`config.mk`:
```
export PLATFORM = sky130hd
export DESIGN_NAME = up_counter
export DESIGN_NICKNAME = d
export VERILOG_FILES = /design/src/rtl/up_counter.sv
export SDC_FILE = /design/constraint.sdc
export NUM_CORES = 1
export LEC_CHECK = 0
export CAP_MARGIN = 20
export CORE_AREA = 5 5 42 44
export DETAILED_ROUTE_END_ITERATION = 8
export DIE_AREA = 0 0 47 49
export PLACE_DENSITY = 0.32
export REMOVE_ABC_BUFFERS = 1
export SLEW_MARGIN = 10
export SYNTH_ARGS = -nofsm -noshare
export SYNTH_HDL_FRONTEND = slang
export SYNTH_SLANG_ARGS = --single-unit
```
`constraint.sdc`:
```
create_clock -name clk -period 2.8 [get_ports clk]
set_input_delay 0.56 -clock clk [delete_from_list [all_inputs] [get_ports clk]]
set_output_delay 0.56 -clock clk [all_outputs]
set_load 0.02 [all_outputs]
```
`src/rtl/up_counter.sv`:
```
// Enable-gated BITS-wide binary up counter used as the PWM time base.
// Q updates one clk after en is sampled high and wraps modulo 2^BITS; tc flags the cycle before the wrap.
module up_counter #(
  parameter int unsigned BITS = 4
) (
  input  logic            clk,
  input  logic            rstn,
  input  logic            en,
  output logic [BITS-1:0] Q,
  output logic            tc
);

  localparam logic [BITS-1:0] CNT_MAX = '1;
  localparam logic [BITS-1:0] CNT_ONE = BITS'(1);

  logic [BITS-1:0] cnt_q;
  logic [BITS-1:0] cnt_d;

  // The carry out of the BITS-wide add is dropped, giving the natural wrap to zero.
  always_comb begin
    cnt_d = cnt_q;
    if (en) begin
      cnt_d = cnt_q + CNT_ONE;
    end
  end

  always_ff @(posedge clk or negedge rstn) begin
    if (!rstn) begin
      cnt_q <= '0;
    end else begin
      cnt_q <= cnt_d;
    end
  end

  assign Q  = cnt_q;
  assign tc = en && (cnt_q == CNT_MAX);

endmodule

```
After elaboration in Yosys (flattened, before gate mapping)

Cells that the tools add are included.
Widths: inputs -> output; s select.

$add $sub $neg: 1
Equality and inequality tests: 1
Reduce and logical (&&, ||, !) cells: 1

Operators by type and width:

| operator            | count |
|---|---|
| $add 4x1->4 const B | 1 |
| $eq 4x4->1 const B  | 1 |
| $logic_and 1x1->1   | 1 |

Flip-flop bits (word level): 4
Input bits: 3
Output and inout port bits: 5
Word-level logic and storage cells: 4

Logic depth before layout (Yosys ltp)

Word-level depth: 2
Gate-level depth with buffers: 3
Gate-level depth less buffers: 3

Worst setup path before layout

Ideal clock, no wire load.

Path type: reg2out
Start point: register cnt_q[0] (netlist: Q[0])
End point: output port tc
Data arrival time: 1,033 ps
Required time: 2,240 ps
Slack: 1,207 ps
Stages on the path, launching flop included: 4
Path buffers: 0
Cell sequence: dfrtp_1 ha_1 nand2_1 nor2_1

Cells in the longest elaborated chain, start to end: 2

RTL lines:

| element                  | RTL line | source |
|---|---|---|
| start: declaration       | 16       | `logic [BITS-1:0] cnt_q;` |
| start signal: assignment | 31       | `cnt_q <= cnt_d;` |
| $eq 4x4->1               | 36       | `assign tc = en && (cnt_q == CNT_MAX);` |
| $logic_and 1x1->1        | 36       |  |
| end: declaration         | 10       | `output logic tc` |

Every way passes these cells.

Worst setup path after layout

Start point: input port en
End point: output port tc

Cells in the longest elaborated chain, start to end: 1

RTL lines:

| element            | RTL line | source |
|---|---|---|
| start: declaration | 8        | `input logic en,` |
| $logic_and 1x1->1  | 36       |  |

Every way passes these cells.

==> reports/summary.txt <==
Prevailing post-synth register cell: dfrtp_1
Achievable clock frequency: 0.4008 GHz
Fraction of registers with async set or reset after synthesis: 100.0%
Main combinational cell family by area after synthesis: XOR/XNOR gates
Sequential cell area fraction in the yosys report: 59.70%
NetSw: 0.0001298 W
CTS tree: yes
Cells after Synth: 13
RSZ-0062 raised after global routing: false
# nets final: 29
Routed wire length: 366 µm
Worst Setup Path Type: primary input to primary output
Synth Area in Compound Gates: 0%
Final Setup Violations: 0
P per Cell Area: 1262 nW/µm²
Cell variety after synth: 8
Synth top area cells: dfrtp_1, xnor2_1, ha_1
Worst-path maximum fanout: 4
Worst R2R Start: Q[0]
Data arrival time of the worst path: 1.93 ns
Post_cts resized: 0
IO Pins: 8
Die H: 49 µm
Area share of the leading cell type in the synthesized netlist: 59.70%
CTS Buf Count: 3
Adder-cell share of the synthesized area: 7.463%
Netlist Area Pre-Place: 167.7 µm²
Vias in the first global route: 169
Tmin final: 2.495 ns
Synth area leader: dfrtp_1
Max FFs per register: 4
Worst Setup End Kind: primary output
Final slew viol count: 0
Part of the power in registers: 34.8%
WP buf/inv: 2
Post-layout util: 20.00%
Count of final hold-check violations: 0
Crit-path cells: clkdlybuf4s50_1 -> nand2_1 -> nor2_1 -> clkdlybuf4s50_1
Overflow after GRT: 0
RR Endpoint: Q[1]
Gr usage total: 4.661%
Avg Inst Size Synth: 12.90 µm²
Crit path launch type: primary input
Clock power frac: 20.2%
Vias per cell: 3.385
Clock sink total: 4
Routability cong.: 0.6604
Hold_buf cts: 0
Area Overhead vs Synth: 67.16%
CTS max path bufs: 2
CP Capture Point: tc
Critical Path Max Stage Delay: 0.61 ns
Post-CTS Setup Inserts: 0
Wire length per cell: 9.385 µm
Initial Util: 11.96%
TritonRoute pass-1 iters: 2
Post-Place Cell Area: 257.7 µm²
Cells after DPL: 36
Period utilization: 89.10%
Post-synth top cells: dfrtp_1, nand2_1, xnor2_1
Pint: 0.0002239 W
Worst-Skew Late Latency: 0.24 ns
VDD IR-drop max: 488.5 µV
DR iter-0 viols: 1
#FFs+latches synth: 4
I/O Buffers: 7
Critical path depth in cells: 4
Slowest cell on crit path: clkdlybuf4s50_1
Final Skew: 0.005128 ns
Outcome: finished, final reports clean
Flop2flop setup slack: 1.71 ns
Die X: 47 µm
CP delay by family, top: buffers and inverters
Routed via count: 132
Post-synth EDFFs: 0
Post-Synth XOR/XNOR Area: 15.67%
Rel. slew slack: 85.44%
Final Instance Area: 280.3 µm²
Worst Path Required: 2.24 ns
Post-synthesis mux area share: 6.716%
HP Class: flip-flop to flip-flop
Non-filler cells, final: 39
H-tree depth: 1
Slew @ Worst Pin: 0.2177 ns
Layout cells sized above 1: 17.39%
Post-route DRC: 0
Clock slew seen by the registers of the worst setup and hold paths: 0.04 ns
Comb power frac: 45.0%
Syn. warnings: 0
Antenna viol nets, final: 0
WHS: 0.4926 ns
Sw Share: 36.70%
WHS Path Cells: 1
Antenna cells: 0
Root Buffer: clkbuf_4
R2R depth: 2
Largest net degree at the start of global routing: 5
Core ar.: 1401 µm²
TNS Setup: 0 ns
FP Rows: 14
Synth Area in Simple Gates: 10.45%
Die area: 2303 µm²
Initial antenna violation count: 0
Most frequent CP cell: clkdlybuf4s50_1
Pleak: 0.1135 nW
Max_cap viols: 0
Count leader, synth: dfrtp_1
Worst setup path start: en
First-pass GRT wire length: 696 µm
[worst min path at each step]
stage / from / to / slack [ns]
after floorplan: rstn / Q[0] / 0.26
after global placement: Q[3] / Q[3] / 0.49
after detailed placement: Q[3] / Q[3] / 0.50
after CTS: Q[3] / Q[3] / 0.50
after global routing: Q[3] / Q[3] / 0.53
final: Q[3] / Q[3] / 0.49
[routing by layer]
layer / vias up / part of all wire [%] / GRT usage (%)
met2: 11 / 33 / 4.977
li1: 64 / - / -
met3: 0 / 20 / 5.904
met5: - / 0 / 0
met1: 57 / 47 / 4.878
met4: 0 / 0 / 2.765
[power groups by stage]
| stage | Sequential [W] | Clock (W) | Combinational (W) |
|---|---|---|---|
| after global routing | 0.000129 | 0.0000773 | 0.000176 |
| after global placement | 0.000123 | 0 | 0.000161 |
| after detailed placement | 0.000125 | 0 | 0.000160 |
| final | 0.000123 | 0.0000714 | 0.000159 |
| after CTS | 0.000125 | 0.0000767 | 0.000162 |
| after floorplan | 0.000155 | 0 | 0.0000487 |
[cell type report]
class                           instances  area [µm²]
Multi-Input combinational cell          9       67.56
Sequential cell                         4       100.1
Fill cell                             163        1121
Clock buffer                            3       22.52
Timing Repair Buffer                    7       70.07
Tap cell                               16       20.02
[logic make-up after synthesis]
group / count (synthesis)
flops: 4
mux: 1
xor+xnor: 3
simple gates: 4
fa+ha+maj: 1
[stage by stage]
step	worst slack [ns]	total power, W
after global routing	0.2052	0.0003826
after global placement	0.2932	0.0002837
after detailed placement	0.2931	0.0002852
after floorplan	1.207	0.0002040
final	0.3051	0.0003536
after CTS	0.2924	0.0003628
[cell usage in the layout, fill, tap and decap left out, drive strengths merged]
cell type and n:
clkbuf 3, clkdlybuf4s50 7, dfrtp 4, ha 1, mux2 1, nand2 2
nand4 1, nor2 1, xnor2 2, xor2 1
(Power assumes the default switching activity.)
